$ cat src/rtl/aes_seq_pkg.sv
// -----------------------------------------------------------------------------
// aes_seq_pkg
//   Shared definitions for the AES stream sequencer: block/word geometry,
//   the sequencer state encoding and a helper that slices one 32-bit word out
//   of a 128-bit block (word 0 is the most significant word).
//   No ports; imported by aes_out_serializer and aes_stream_sequencer.
// -----------------------------------------------------------------------------
package aes_seq_pkg;

  localparam int AES_BLK_W  = 128;
  localparam int AES_WORD_W = 32;
  localparam int AES_WORDS  = 4;

  typedef enum logic [1:0] {
    COLLECT  = 2'd0,
    KEY_WAIT = 2'd1,
    RUN      = 2'd2,
    DRAIN    = 2'd3
  } seq_state_e;

  // Plain-vector state constants so the FSM register stays a logic vector.
  localparam logic [1:0] ST_COLLECT  = COLLECT;
  localparam logic [1:0] ST_KEY_WAIT = KEY_WAIT;
  localparam logic [1:0] ST_RUN      = RUN;
  localparam logic [1:0] ST_DRAIN    = DRAIN;

  // Word idx of a block, idx 0 = bits [127:96].
  function automatic logic [AES_WORD_W-1:0] word_of(input logic [AES_BLK_W-1:0] blk,
                                                    input logic [1:0]           idx);
    return blk[(AES_BLK_W-1) - AES_WORD_W*int'(idx) -: AES_WORD_W];
  endfunction

endpackage

$ cat src/rtl/aes_out_serializer.sv
// -----------------------------------------------------------------------------
// aes_out_serializer
//   Holds one 128-bit result block and streams it out as four 32-bit words,
//   most significant word first, over a valid/ready handshake.
//   Ports:
//     HCLK      in   clock
//     n_rst     in   async active-low reset
//     load      in   capture blk and start a new 4-word drain
//     blk       in   128-bit block to serialise
//     out_ready in   downstream accepts the current word
//     out_valid out  current word valid
//     out_data  out  current word (0 while idle)
//     done      out  combinational: last word is being accepted this cycle
// -----------------------------------------------------------------------------
module aes_out_serializer
  import aes_seq_pkg::*;
(
  input  logic                  HCLK,
  input  logic                  n_rst,
  input  logic                  load,
  input  logic [AES_BLK_W-1:0]  blk,
  input  logic                  out_ready,
  output logic                  out_valid,
  output logic [AES_WORD_W-1:0] out_data,
  output logic                  done
);

  logic [AES_BLK_W-1:0]  blk_reg;
  logic [1:0]            idx_reg;
  logic                  valid_reg;
  logic [AES_WORD_W-1:0] word_sel [AES_WORDS];

  for (genvar gi = 0; gi < AES_WORDS; gi++) begin : g_word
    assign word_sel[gi] = word_of(blk_reg, 2'(gi));
  end

  assign out_valid = valid_reg;
  assign out_data  = valid_reg ? word_sel[idx_reg] : '0;
  // Done is combinational so the parent leaves DRAIN on the very edge that
  // retires the last word.
  assign done      = valid_reg & out_ready & (idx_reg == 2'(AES_WORDS-1));

  always_ff @(posedge HCLK or negedge n_rst) begin
    if (!n_rst) begin
      blk_reg   <= '0;
      idx_reg   <= '0;
      valid_reg <= 1'b0;
    end else if (load) begin
      blk_reg   <= blk;
      idx_reg   <= '0;
      valid_reg <= 1'b1;
    end else if (valid_reg && out_ready) begin
      idx_reg <= idx_reg + 2'd1;
      if (done) begin
        valid_reg <= 1'b0;
      end
    end
  end

endmodule

$ cat src/rtl/aes_stream_sequencer.sv
// -----------------------------------------------------------------------------
// aes_stream_sequencer
//   Packs 32-bit bus words into 128-bit key/data blocks, drives the AES core
//   (keyword/keyEna/input_data/encrypt), waits the fixed core latency, captures
//   AESresult and streams it back out as four 32-bit words. One block in
//   flight at a time; no new input is accepted until the result has drained.
//
//   Build option: define AES_SEQ_CBC_EN for CBC chaining (chain register
//   cleared on reset and whenever a new key is loaded). Default build is ECB.
//
//   Parameters:
//     KEY_LAT  cycles from keyEna until subkeys are valid (>= 1)
//     AES_LAT  cycles from input_data/encrypt stable until AESresult valid (>= 1)
//   Ports:
//     HCLK, n_rst                 clock, async active-low reset
//     in_valid/in_ready/in_data   input word stream, first word -> [127:96]
//     in_is_key                   word belongs to a key group (1) or data group (0)
//     in_encrypt                  mode, taken from the first word of a data group
//     keyword, keyEna             key to core, 1-cycle load pulse
//     input_data, encrypt         block and mode to core, held through RUN
//     AESresult                   core result
//     out_valid/out_ready/out_data output word stream, [127:96] first
//     err                         1-cycle pulse: key/data flag changed inside a group
// -----------------------------------------------------------------------------
module aes_stream_sequencer
  import aes_seq_pkg::*;
#(
  parameter int KEY_LAT = 11,
  parameter int AES_LAT = 12
) (
  input  logic                  HCLK,
  input  logic                  n_rst,
  input  logic                  in_valid,
  output logic                  in_ready,
  input  logic [AES_WORD_W-1:0] in_data,
  input  logic                  in_is_key,
  input  logic                  in_encrypt,
  output logic [AES_BLK_W-1:0]  keyword,
  output logic                  keyEna,
  output logic [AES_BLK_W-1:0]  input_data,
  output logic                  encrypt,
  input  logic [AES_BLK_W-1:0]  AESresult,
  output logic                  out_valid,
  input  logic                  out_ready,
  output logic [AES_WORD_W-1:0] out_data,
  output logic                  err
);

  localparam int LAT_MAX = (KEY_LAT > AES_LAT) ? KEY_LAT : AES_LAT;
  localparam int CNT_W   = $clog2(LAT_MAX + 1);

  logic [1:0]            state_reg;
  logic [1:0]            wcnt_reg;
  logic                  grp_key_reg;
  logic                  grp_enc_reg;
  logic [AES_WORD_W-1:0] pack_reg [0:2];
  logic [AES_BLK_W-1:0]  keyword_reg;
  logic                  keyena_reg;
  logic [AES_BLK_W-1:0]  input_data_reg;
  logic                  encrypt_reg;
  logic                  err_reg;
  logic [CNT_W-1:0]      cnt_reg;
  // Low through reset and for the first cycle after it, so in_ready stays
  // low while n_rst is asserted even though the state register reads COLLECT.
  logic                  alive_reg;

  logic                  hs;
  logic                  grp_mismatch;
  logic                  key_done;
  logic                  run_exit;
  logic                  drain_done;
  logic [AES_BLK_W-1:0]  full_blk;
  logic [AES_BLK_W-1:0]  data_in_next;
  logic [AES_BLK_W-1:0]  result_next;

  assign in_ready     = alive_reg & (state_reg == ST_COLLECT);
  assign hs           = in_valid & in_ready;
  // A flag change only matters once a group has started.
  assign grp_mismatch = (wcnt_reg != 2'd0) & (in_is_key != grp_key_reg);
  assign full_blk     = {pack_reg[0], pack_reg[1], pack_reg[2], in_data};
  assign key_done     = hs & ~grp_mismatch & (wcnt_reg == 2'd3) & grp_key_reg;
  assign run_exit     = (state_reg == ST_RUN) & (cnt_reg == '0);

`ifdef AES_SEQ_CBC_EN
  logic [AES_BLK_W-1:0] chain_reg;

  // Encrypt whitens the plaintext with the previous ciphertext; decrypt
  // unwhitens the core output with the previous ciphertext.
  assign data_in_next = grp_enc_reg ? (full_blk ^ chain_reg) : full_blk;
  assign result_next  = encrypt_reg ? AESresult : (AESresult ^ chain_reg);

  always_ff @(posedge HCLK or negedge n_rst) begin
    if (!n_rst) begin
      chain_reg <= '0;
    end else if (key_done) begin
      chain_reg <= '0;
    end else if (run_exit) begin
      // Next chain value is always the ciphertext of this block: the core
      // output when encrypting, the block that was fed in when decrypting.
      chain_reg <= encrypt_reg ? AESresult : input_data_reg;
    end
  end
`else
  assign data_in_next = full_blk;
  assign result_next  = AESresult;
`endif

  aes_out_serializer u_ser (
    .HCLK      (HCLK),
    .n_rst     (n_rst),
    .load      (run_exit),
    .blk       (result_next),
    .out_ready (out_ready),
    .out_valid (out_valid),
    .out_data  (out_data),
    .done      (drain_done)
  );

  always_ff @(posedge HCLK or negedge n_rst) begin
    if (!n_rst) begin
      state_reg      <= ST_COLLECT;
      wcnt_reg       <= '0;
      grp_key_reg    <= 1'b0;
      grp_enc_reg    <= 1'b0;
      for (int i = 0; i < 3; i++) begin
        pack_reg[i] <= '0;
      end
      keyword_reg    <= '0;
      keyena_reg     <= 1'b0;
      input_data_reg <= '0;
      encrypt_reg    <= 1'b0;
      err_reg        <= 1'b0;
      cnt_reg        <= '0;
      alive_reg      <= 1'b0;
    end else begin
      keyena_reg <= 1'b0;
      err_reg    <= 1'b0;
      alive_reg  <= 1'b1;
      case (state_reg)
        ST_COLLECT: begin
          if (hs) begin
            if (grp_mismatch) begin
              // Drop the partial group; this word becomes word 0 of a new one.
              err_reg     <= 1'b1;
              grp_key_reg <= in_is_key;
              grp_enc_reg <= in_encrypt;
              pack_reg[0] <= in_data;
              wcnt_reg    <= 2'd1;
            end else if (wcnt_reg == 2'd3) begin
              wcnt_reg <= '0;
              if (grp_key_reg) begin
                keyword_reg <= full_blk;
                keyena_reg  <= 1'b1;
                cnt_reg     <= CNT_W'(KEY_LAT - 1);
                state_reg   <= ST_KEY_WAIT;
              end else begin
                input_data_reg <= data_in_next;
                encrypt_reg    <= grp_enc_reg;
                cnt_reg        <= CNT_W'(AES_LAT - 1);
                state_reg      <= ST_RUN;
              end
            end else begin
              if (wcnt_reg == 2'd0) begin
                grp_key_reg <= in_is_key;
                grp_enc_reg <= in_encrypt;
              end
              pack_reg[wcnt_reg] <= in_data;
              wcnt_reg           <= wcnt_reg + 2'd1;
            end
          end
        end
        ST_KEY_WAIT, ST_RUN: begin
          // Leave on the cycle after the counter reads zero, giving exactly
          // KEY_LAT / AES_LAT cycles in the wait state.
          if (cnt_reg == '0) begin
            state_reg <= (state_reg == ST_KEY_WAIT) ? ST_COLLECT : ST_DRAIN;
          end else begin
            cnt_reg <= cnt_reg - 1'b1;
          end
        end
        ST_DRAIN: begin
          if (drain_done) begin
            state_reg <= ST_COLLECT;
          end
        end
        default: state_reg <= ST_COLLECT;
      endcase
    end
  end

  assign keyword    = keyword_reg;
  assign keyEna     = keyena_reg;
  assign input_data = input_data_reg;
  assign encrypt    = encrypt_reg;
  assign err        = err_reg;

endmodule

$ cat config.mk
export PLATFORM = sky130hd
export DESIGN_NAME = aes_stream_sequencer
export DESIGN_NICKNAME = d
export VERILOG_FILES = /design/src/rtl/aes_seq_pkg.sv /design/src/rtl/aes_out_serializer.sv /design/src/rtl/aes_stream_sequencer.sv
export SDC_FILE = /design/constraint.sdc
export NUM_CORES = 1
export LEC_CHECK = 0
export CORE_ASPECT_RATIO = 0.5
export CORE_MARGIN = 10
export CORE_UTILIZATION = 35
export CTS_CLUSTER_SIZE = 24
export DETAILED_ROUTE_END_ITERATION = 7
export SYNTH_ARGS = -nofsm -noshare
export SYNTH_HDL_FRONTEND = slang
export SYNTH_SLANG_ARGS = --single-unit
$ cat constraint.sdc
create_clock -name HCLK -period 4.4 [get_ports HCLK]
set_input_delay 1.1 -clock HCLK [delete_from_list [all_inputs] [get_ports HCLK]]
set_output_delay 1.1 -clock HCLK [all_outputs]
set_load 0.005 [all_outputs]
==> results of run 1 <==
-- routing by layer --
layer  track usage  share of wire  vias to the layer above
met3        0.0435          0.051                       95
met5             0        0.00047                        -
li1              -              -                     5262
met1         0.173           0.37                     6008
met4        0.0533          0.033                        4
met2         0.298           0.54                      187
-- placed cells by master, fill, tap and decap left out, types with 3 or more instances in the layout --
| cell | netlist | layout |
|---|---|---|
| a21oi_1 | 4 | 4 |
| and2_1 | 35 | 35 |
| buf_12 | 11 | 14 |
| buf_4 | 17 | 19 |
| bufinv_16 | 0 | 8 |
| clkbuf_1 | 10 | 13 |
| clkbuf_16 | 0 | 49 |
| clkbuf_8 | 0 | 11 |
| clkdlybuf4s50_1 | 0 | 457 |
| clkinv_2 | 0 | 4 |
| dfrtp_1 | 497 | 495 |
| ha_1 | 11 | 11 |
| inv_1 | 11 | 11 |
| mux2_1 | 51 | 51 |
| mux2_2 | 434 | 434 |
| mux4_2 | 32 | 32 |
| nand2_1 | 8 | 8 |
| nand3_1 | 5 | 5 |
| nor2_1 | 5 | 5 |
| o21ai_0 | 4 | 4 |
| o22ai_1 | 3 | 3 |
-- cell type report --
| type | instances | area (um2) |
|---|---|---|
| Sequential cell | 497 | 12400 |
| Antenna cell | 1 | 2.50 |
| Timing Repair Buffer | 491 | 5010 |
| Inverter | 11 | 41.3 |
| Clock buffer | 73 | 1430 |
| Tap cell | 756 | 946 |
| Multi-Input combinational cell | 625 | 6980 |
| Fill cell | 4957 | 29100 |
| Clock inverter | 13 | 268 |
-- per-stage QoR --
stage,utilization,area [um2]
finish,0.483,27100
global route,0.483,27100
CTS,0.483,27100
detailed placement,0.452,25400
global placement,0.452,25400
floorplan,-,20100
-- Yosys cell counts, drive strengths merged (3+ instances only) --
| cell | count |
|---|---|
| nand4b | 4 |
| inv | 11 |
| mux2 | 485 |
| o22ai | 3 |
| nand2 | 8 |
| a21oi | 4 |
| o21ai | 5 |
| and2 | 35 |
| clkbuf | 10 |
| mux4 | 32 |
| dfrtp | 497 |
| nor2 | 6 |
| buf | 58 |
| ha | 11 |
| nand3 | 5 |
-- worst reg2reg max path: stages, from the launching register on --
cell and delay, ns:
dfrtp_1 0.39, inv_1 0.12, ha_1 0.39, and3_1 0.29, nand4_4 0.69, buf_4 0.53, mux2_1 0.32
-- logic make-up (layout without fill, tap and decap cells) --
kind of cell	Yosys count	in the layout	synth area share
buf+inv	79	588	0.0338
flops	497	497	0.620
mux	518	518	0.308
xor+xnor	2	2	0.000873
simple gates	72	72	0.0234
fa+ha+maj	11	11	0.00686
compound gates	21	21	0.00686
other cells	1	2	0.000187
-- power by group --
group	total, W	internal [W]	switching (W)
Clock	0.00447	0.00270	0.00177
Sequential	0.00732	0.00628	0.00103
Combinational	0.00500	0.00325	0.00174
Total	0.0168	0.0122	0.00454
-- path summary, 6_finish.rpt --
kind	slack, ns	to	cells after the start	from
max	0.54	out_data[30]	4	u_ser.idx_reg[0]
min	0.49	keyword[101]	1	keyword[101]
max reg2reg	1.56	keyword[115]	6	state_reg[0]
min reg2reg	0.49	keyword[101]	1	keyword[101]
max in group asynchronous	2.76	input_data[49]	2	n_rst
min in group asynchronous	0.52	u_ser.blk_reg[108]	1	n_rst
==> run_results.csv, run 1 <==
group,metric,value,unit
status,outcome,"finished, final reports clean",
sta,fin_crit,3.86,ns
clock_network,clock_sinks,497,
power_and_ir_drop,power_density,619,nW/um2
sta,max_freq,0.259,GHz
route,initialDrtViolationCount,472,
placement,numPortBuffers,458,
synth,ys_async_sr_fraction,1.00,
global_route,first_global_vias,12691,
worst_setup_path,critPathArrivalTime,2.76,ns
cells_and_area,instances_no_fill,2467,
die,die_y,189,um
placement,dp_hpwl,39700,um
route,drt_wl_total,55100,um
clock_network,path_clk_slew,0.07,ns
worst_hold_path,worstHoldPathType,"reg -> reg",
sta,fin_setup_tns,0,ns
global_route,track_usage,0.160,
clock_network,cts_resized,0,
power_and_ir_drop,leakage,12.6,nW
placement,place_inst,2380,
die,io_pins,459,
synth,synth_area_leader_cell,"dfrtp_1",
power_and_ir_drop,p_total,0.0168,W
synth,netlist.area_leader.share,0.620,
route,dr.pass1.iters,4,
worst_setup_path,cpPeakStageDelay,0.74,ns
worst_setup_path,end_kind,"output pin",
worst_setup_path,cp_max_fo,15,
sta,slew_viol_final,0,
die,die_w,359,um
worst_setup_path,slowest_stage,"dfrtp_2",
cells_and_area,layout-drive-gt1-share,0.341,
die,core_area,56200,um2
clock_network,cts_tree,"done",
route,vias,11556,
placement,finalWeightedCongestion,0.739,
worst_setup_path,crit_family,"buffers and inverters",
global_route,grt-ovfl-total,0,
clock_network,htreeDepth,2,
synth,syn_inst,1201,
sta,slew_headroom,0.368,
synth,synth_flop_cell,"dfrtp_1",
sta,post-route-period-util,0.876,
synth,synth_cell_types,48,
synth,synth.area.top_cells,"dfrtp_1 (62%), mux2_2 (24%), mux4_2 (3.6%), mux2_1 (2.9%), buf_12 (1.1%)",
synth,ys_ff_latch,497,
synth,synthesis.area,20100,um2
run,maxCapViolCount,0,
global_route,grt_max_degree,106,
sta,timing.final.ws_setup,0.544,ns
synth,synth_seq_area_share,0.620,
sta,hold_viol,0,
sta,finalClockSkew,0.0126,ns
synth,syn_nets,1378,
route,drc,0,
worst_setup_path,worstPathCellList,"buf_4, mux4_2, and2_1, clkdlybuf4s50_1",
synth,synth_area_per_cell,16.7,um2
sta,grt_setup_unrepaired,"no",
clock_network,cts_max_path_buffers,3,
clock_network,cts_buffers,48,
sta,tightest_slew,0.947,ns
clock_network,clk_latency,0.56,ns
global_route,grt_pass1_wl,83200,um
route,vias_per_cell,4.68,
clock_network,cts_root_buffer,"clkbuf_16",
clock_network,cts_hold_buffers,0,
die,die-area,67900,um2
route,antenna_left,0,
worst_setup_path,worst-setup-path-type,"reg -> out",
cells_and_area,area_growth_syn_to_layout,35.0,%
synth,ys_warn_count,0,
clock_network,cts_setup_buffers,0,
worst_setup_path,required,3.30,ns
placement,place_ws,0.496,ns
power_and_ir_drop,vdd_drop_max,0.000303,V
worst_setup_path,cp_num_buf_inv,2,
synth,synth_edf_count,0,
sta,whs,0.490,ns
route,wire_per_inst,22.3,um
die,start_util,0.357,
sta,finalSetupViolCount,0,
cells_and_area,nets,1851,
worst_setup_path,startpoint_type,"flip-flop",
die,rows,61,
global_route,antenna_found_initial,3,
Note: power is estimated with default switching activity, not from simulation.
==> inputs of run 2 (changes only) <==
Clock period 4.4 ns to 3.25 ns, I/O delays scaled along.
==> run 2 against run 1 <==
Flip-flop and latch count did not move. Count of clock-buffer cells in the layout decreased by 3. Largest power group unchanged. Clock skew is 0.0087 ns higher. Non-clock buffer count up 12. Sequential share of layout area barely moved. First-iteration DRC count increased by 13%. Critical path type unchanged. Cell area about the same. Sequential power up 34%. Routed wire length down 0.45%.
==> run_results.csv, run 2 (synthesis gave the netlist of run 1 again) <==
group,metric,value,unit
status,outcome,"finished, final reports clean",
cells_and_area,final_common_cell,"dfrtp_1",
clock_network,cts_root_buffer,"clkbuf_16",
sta,finalSetupViolCount,0,
worst_setup_path,worstPathCellList,"buf_4, mux4_2, and2_1, clkdlybuf4s50_1",
worst_setup_path,required,2.44,ns
sta,finalClockSkew,0.0212,ns
die,start_util,0.357,
worst_hold_path,worstHoldPathType,"in -> async",
route,antenna_left,0,
die,core_area,56200,um2
die,rows,61,
sta,fin_crit,3.15,ns
global_route,antenna_found_initial,3,
cells_and_area,nets,1862,
global_route,grt_pass1_wl,83700,um
route,vias_per_cell,4.70,
route,initialDrtViolationCount,532,
sta,tightest_slew,0.665,ns
global_route,grt-ovfl-total,0,
worst_setup_path,critPathArrivalTime,2.34,ns
worst_setup_path,slowest_stage,"mux4_2",
global_route,first_global_vias,12727,
route,wire_per_inst,22.2,um
cells_and_area,fin_area,27100,um2
sta,slew_headroom,0.557,
run,maxCapViolCount,0,
clock_network,cts_max_path_buffers,3,
global_route,track_usage,0.160,
sta,whs,0.213,ns
clock_network,clk_latency,0.57,ns
placement,place_ws,0.313,ns
cells_and_area,layout_common_cells,"dfrtp_1 (495), clkdlybuf4s50_1 (440), mux2_2 (434)",
clock_network,cts_buffers,47,
route,drc,0,
clock_network,htreeDepth,2,
power_and_ir_drop,p_total,0.0222,W
power_and_ir_drop,leakage,12.9,nW
worst_setup_path,crit-reg2reg-launch,"cnt_reg[0]",
route,drt_wl_total,54900,um
placement,numPortBuffers,458,
worst_setup_path,end_kind,"output pin",
sta,hold_viol,0,
sta,post-route-period-util,0.970,
sta,grt_setup_unrepaired,"yes",
worst_setup_path,cpPeakStageDelay,0.51,ns
placement,dp_hpwl,40000,um
placement,place_area,25500,um2
cells_and_area,layout-drive-gt1-share,0.346,
worst_setup_path,startpoint_type,"flip-flop",
cells_and_area,area_growth_syn_to_layout,35.1,%
power_and_ir_drop,power_density,820,nW/um2
die,io_pins,459,
clock_network,path_clk_slew,0.06,ns
worst_setup_path,reg2regPathDepth,6,
worst_setup_path,cp_max_fo,8,
sta,fin_setup_tns,0,ns
clock_network,cts_tree,"done",
sta,timing.final.ws_setup,0.0977,ns
route,vias,11622,
placement,finalWeightedCongestion,0.743,
sta,slew_viol_final,0,
die,die-area,67900,um2
sta,max_freq,0.317,GHz
die,die_w,359,um
global_route,grt_max_degree,75,
power_and_ir_drop,vdd_drop_max,0.000402,V
worst_setup_path,reg2reg_to,"u_ser.blk_reg[77]",
die,die_y,189,um
worst_setup_path,worst-setup-path-type,"reg -> out",
route,dr.pass1.iters,4,
clock_network,clock_sinks,497,
worst_setup_path,r2r_slack,0.76,ns
## run 2: changes by cell type in the layout (fill, tap and decap cells not counted)
cell / change
buf_12: +4
dlymetal6s2s_1: +13
clkbuf_16: -2
buf_4: +8
clkbuf_1: -4
inv_6: +1
bufinv_16: -5
clkinv_2: +1
clkdlybuf4s50_1: -17
clkbuf_8: +3
dlygate4sd2_1: +4
## run 2: timing repair
action	CTS	global route
buffers inserted	1	0
resized for setup	4	13
endpoints found under the setup margin	26	21
hold buffers	0	0
## run 2: layout make-up
class                           count  area, um2
Fill cell                        5017      29100
Sequential cell                   497      12400
Multi-Input combinational cell    625       6980
Timing Repair Buffer              503       5180
Clock buffer                       70       1400
Tap cell                          756        946
Clock inverter                     10        131
Inverter                           11       41.3
Antenna cell                        1       2.50
## run 2: per-stage QoR
step	utilization	instances
2_1_floorplan	-	1201
3_3_place_gp	0.455	2391
3_5_place_dp	0.455	2391
4_1_cts	0.482	2472
5_1_grt	0.483	2473
6_report	0.483	2473
## run 2: how the worst max path moves through the flow
stage,start,endpoint,slack [ns],cells past startpoint
floorplan,u_ser.idx_reg[0],out_data[0],0.83,4
global placement,in_is_key,input_data[22],0.27,6
detailed placement,in_is_key,input_data[49],0.31,6
CTS,u_ser.idx_reg[0],out_data[30],0.005,4
global route,u_ser.idx_reg[0],out_data[27],-0.03,4
finish,u_ser.idx_reg[0],out_data[30],0.1,4
## run 2: report_power, final
part / internal, W / switching, W
sequential: 0.00851 / 0.00133
clock: 0.00321 / 0.00237
combinational: 0.00443 / 0.00241
## run 2: routing by layer
layer / vias up / GRT usage / wire length, um
met3: 83 / 0.0392 / 2560
met2: 176 / 0.299 / 29900
li1: 5266 / - / -
met5: - / 0 / 23
met1: 6093 / 0.179 / 21000
met4: 4 / 0.0415 / 1390
## run 2: critical path, delay by kind of cell, from the launching register on
family	cells	cell delay (ns)
buffers and inverters	2	0.70
multiplexers	1	0.51
AND/OR/NAND/NOR	1	0.17
flip-flops	1	0.40
==> patch: new RTL, flow settings as in run 1 <==
The option `AES_SEQ_CBC_EN` is turned on by a define.
--- a/src/rtl/aes_stream_sequencer.sv
+++ b/src/rtl/aes_stream_sequencer.sv
@@ -23,4 +23,6 @@
 //     err                         1-cycle pulse: key/data flag changed inside a group
 // -----------------------------------------------------------------------------
+`define AES_SEQ_CBC_EN
+
 module aes_stream_sequencer
   import aes_seq_pkg::*;
Check against the original RTL: not settled (the Yosys comparison gave no result); the edit may change what the design does.
==> patch against run 1 <==
Wire length increased by 66%; combinational power increased by 79%; critical path type unchanged; sequential power increased by 33%; fmax decreased by 1.7%; sequential cell count increased by 128; worst setup slack got worse by 0.068 ns; cell count increased by 68%; synthesized area increased by 46%; non-clock buffer count increased by 22; critical endpoint is now out_data[8]; power increased by 43%; design area increased by 36%.
==> patch: results (changes against run 1) <==
| Metric | Value |
|---|---|
| Status | complete, no violations |
| Startpoint of the worst hold path | input_data[10] |
| Leakage | 0.01513 uW (+20%) |
| Synth area leaders | dfrtp_1 53%, mux2_2 8.8%, mux2i_1 4.4% |
| Post-synth net total | 2770 (+100%) |
| Hold path depth | 2 (+1) |
| CTS Root Cell | clkbuf_16 |
| Layout Skew | 0.01446 ns (+0.001870 ns) |
| Ys Warns | 0 (unchanged) |
| WL final | 91.47 mm (+66%) |
| Dpl hpwl | 63.58 mm (+60%) |
| Clk slew on worst S/H paths | around 0.06 ns |
| Clock buffer depth | 3 (unchanged) |
| Total Routing Usage GR | 18.55% (+2.6 points) |
| Reg2Reg Capture Point | full_blk[69] |
| Clock latency on the worst-skew pair | 0.63 ns (+0.07 ns) |
| Initial antenna violation count | 11 (+8) |
| R2R cell count | 8 (+2) |
| Worst R2R Start | state_reg[0] |
| GPL Wtd Cong | 0.8404 (+14%) |
| Routed wl met3 | 3.019 mm (+6.6%) |
| Num CTS Buffers | 61 (+27%) |
| Hold crit path type | flip-flop to flip-flop |
| CP max-delay cell | mux4_2 |
| R2R Setup Slk | 1.45 ns (-0.11 ns) |
| Largest net degree at the start of global routing | 167 (+58%) |
| Layout cells sized above 1 | 14.14% (-20 points) |
| Largest delay share family, worst path | buffers and inverters |
| Metal-1 WL | 38.38 mm (+86%) |
| Crit Path Category | flip-flop to output pin |
| Synth cell count leaders | 625 x dfrtp_1, 267 x nand2_1, 260 x nor2_1 |
| FFs w/ async S/R, synth | 100.0% (unchanged) |
| Main synth FF type | dfrtp_1 |
| DR top layer | met4 |
| IO Port Bufs | 458 (unchanged) |
| WP data arrival | 2.82 ns (+0.06 ns) |
| Nets | 3164 (+71%) |
| Vias in the first global route | 21050 (+66%) |
| Slew HR | 33.37% (-3.5 points) |
| Hold endpoint | input_data[10] |
| Sequential share of the synthesized area | 53.43% (-8.5 points) |
| Fill count | 7705 (+55%) |
| Worst-path maximum fanout | 20 (+5) |
| Post-CTS Resized | 0 (unchanged) |
| CP startpoint | u_ser.idx_reg[0] |
| CP max stage delay | 0.63 ns (-0.11 ns) |
| Vias per cell | 4.881 (+4.2%) |
| Max Slew Vio Count | 0 (unchanged) |
| Worst vdd ir | 0.3434 mV (+13%) |
| Synth unique cells | 46 (-4.2%) |
| H-tree depth | 2 (unchanged) |
| First-pass GRT wire length | 138.7 mm (+67%) |
| Metal2 WL | 47.00 mm (+57%) |
| Detailed Route Iter0 Violations | 1267 (+170%) |
| Post-CTS Setup Inserts | 0 (unchanged) |
| Pre-Repair DR Iteration Count | 4 (unchanged) |
| Place WS | 0.7005 ns (+0.2046 ns) |
==> patch: how the worst max path moves through the flow <==
stage	depth (start not counted)	slack, ns	to
floorplan	4	1.70	out_data[0]
global placement	6	0.78	full_blk[67]
detailed placement	6	0.70	full_blk[76]
CTS	4	0.42	out_data[7]
global route	4	0.36	out_data[7]
finish	4	0.48	out_data[8]
==> patch: metal layers <==
layer,up-vias,GRT usage [%]
met5,-,0
met1,10210,22.61
met3,127,2.799
li1,9603,-
met4,0,7.152
met2,307,33.07
==> patch: through the flow <==
stage | hold WS, ns | instances | area, sq um
after global routing | 0.5112 | 4147 | 36870
after detailed placement | 0.4915 | 4027 | 34850
after floorplan | 0.4894 | 2594 | 29270
after global placement | 0.4862 | 4027 | 34850
after CTS | 0.5050 | 4137 | 36840
final | 0.5007 | 4148 | 36870
==> patch: where the power goes <==
part / internal [uW] / leakage (uW) / switching, uW
clock network: 2980 / 0.000993 / 2310
registers: 7880 / 0.00742 / 1870
logic: 4880 / 0.00672 / 4050
total: 15700 / 0.0151 / 8230
==> patch: layout make-up <==
type	instances	area [sq um]	area share (%)
Timing Repair Buffer	513	5228	14.18
Clock inverter	14	97.59	0.2647
Clock buffer	96	1888	5.121
Multi-Input combinational cell	1775	12550	34.04
Tap cell	1102	1379	3.740
Sequential cell	625	15650	42.45
Inverter	12	47.55	0.1290
Antenna cell	11	27.53	0.07466
==> patch: worst register-to-register path, stage by stage, from the launching register on <==
cell and delay [ns]:
dfrtp_1 0.40, inv_1 0.11, ha_1 0.15, buf_4 0.19, nand3_1 0.22, a21oi_1 0.54
nand3_2 0.51, buf_12 0.38, mux2_2 0.32
==> patch: kinds of logic after synthesis <==
logic type	Yosys count	share of synthesized area [%]
fa+ha+maj	10	0.4274
simple gates	708	10.63
mux	390	15.69
xor+xnor	259	7.775
flops	625	53.43
buf+inv	194	3.783
other cells	1	0.01281
compound gates	407	8.245
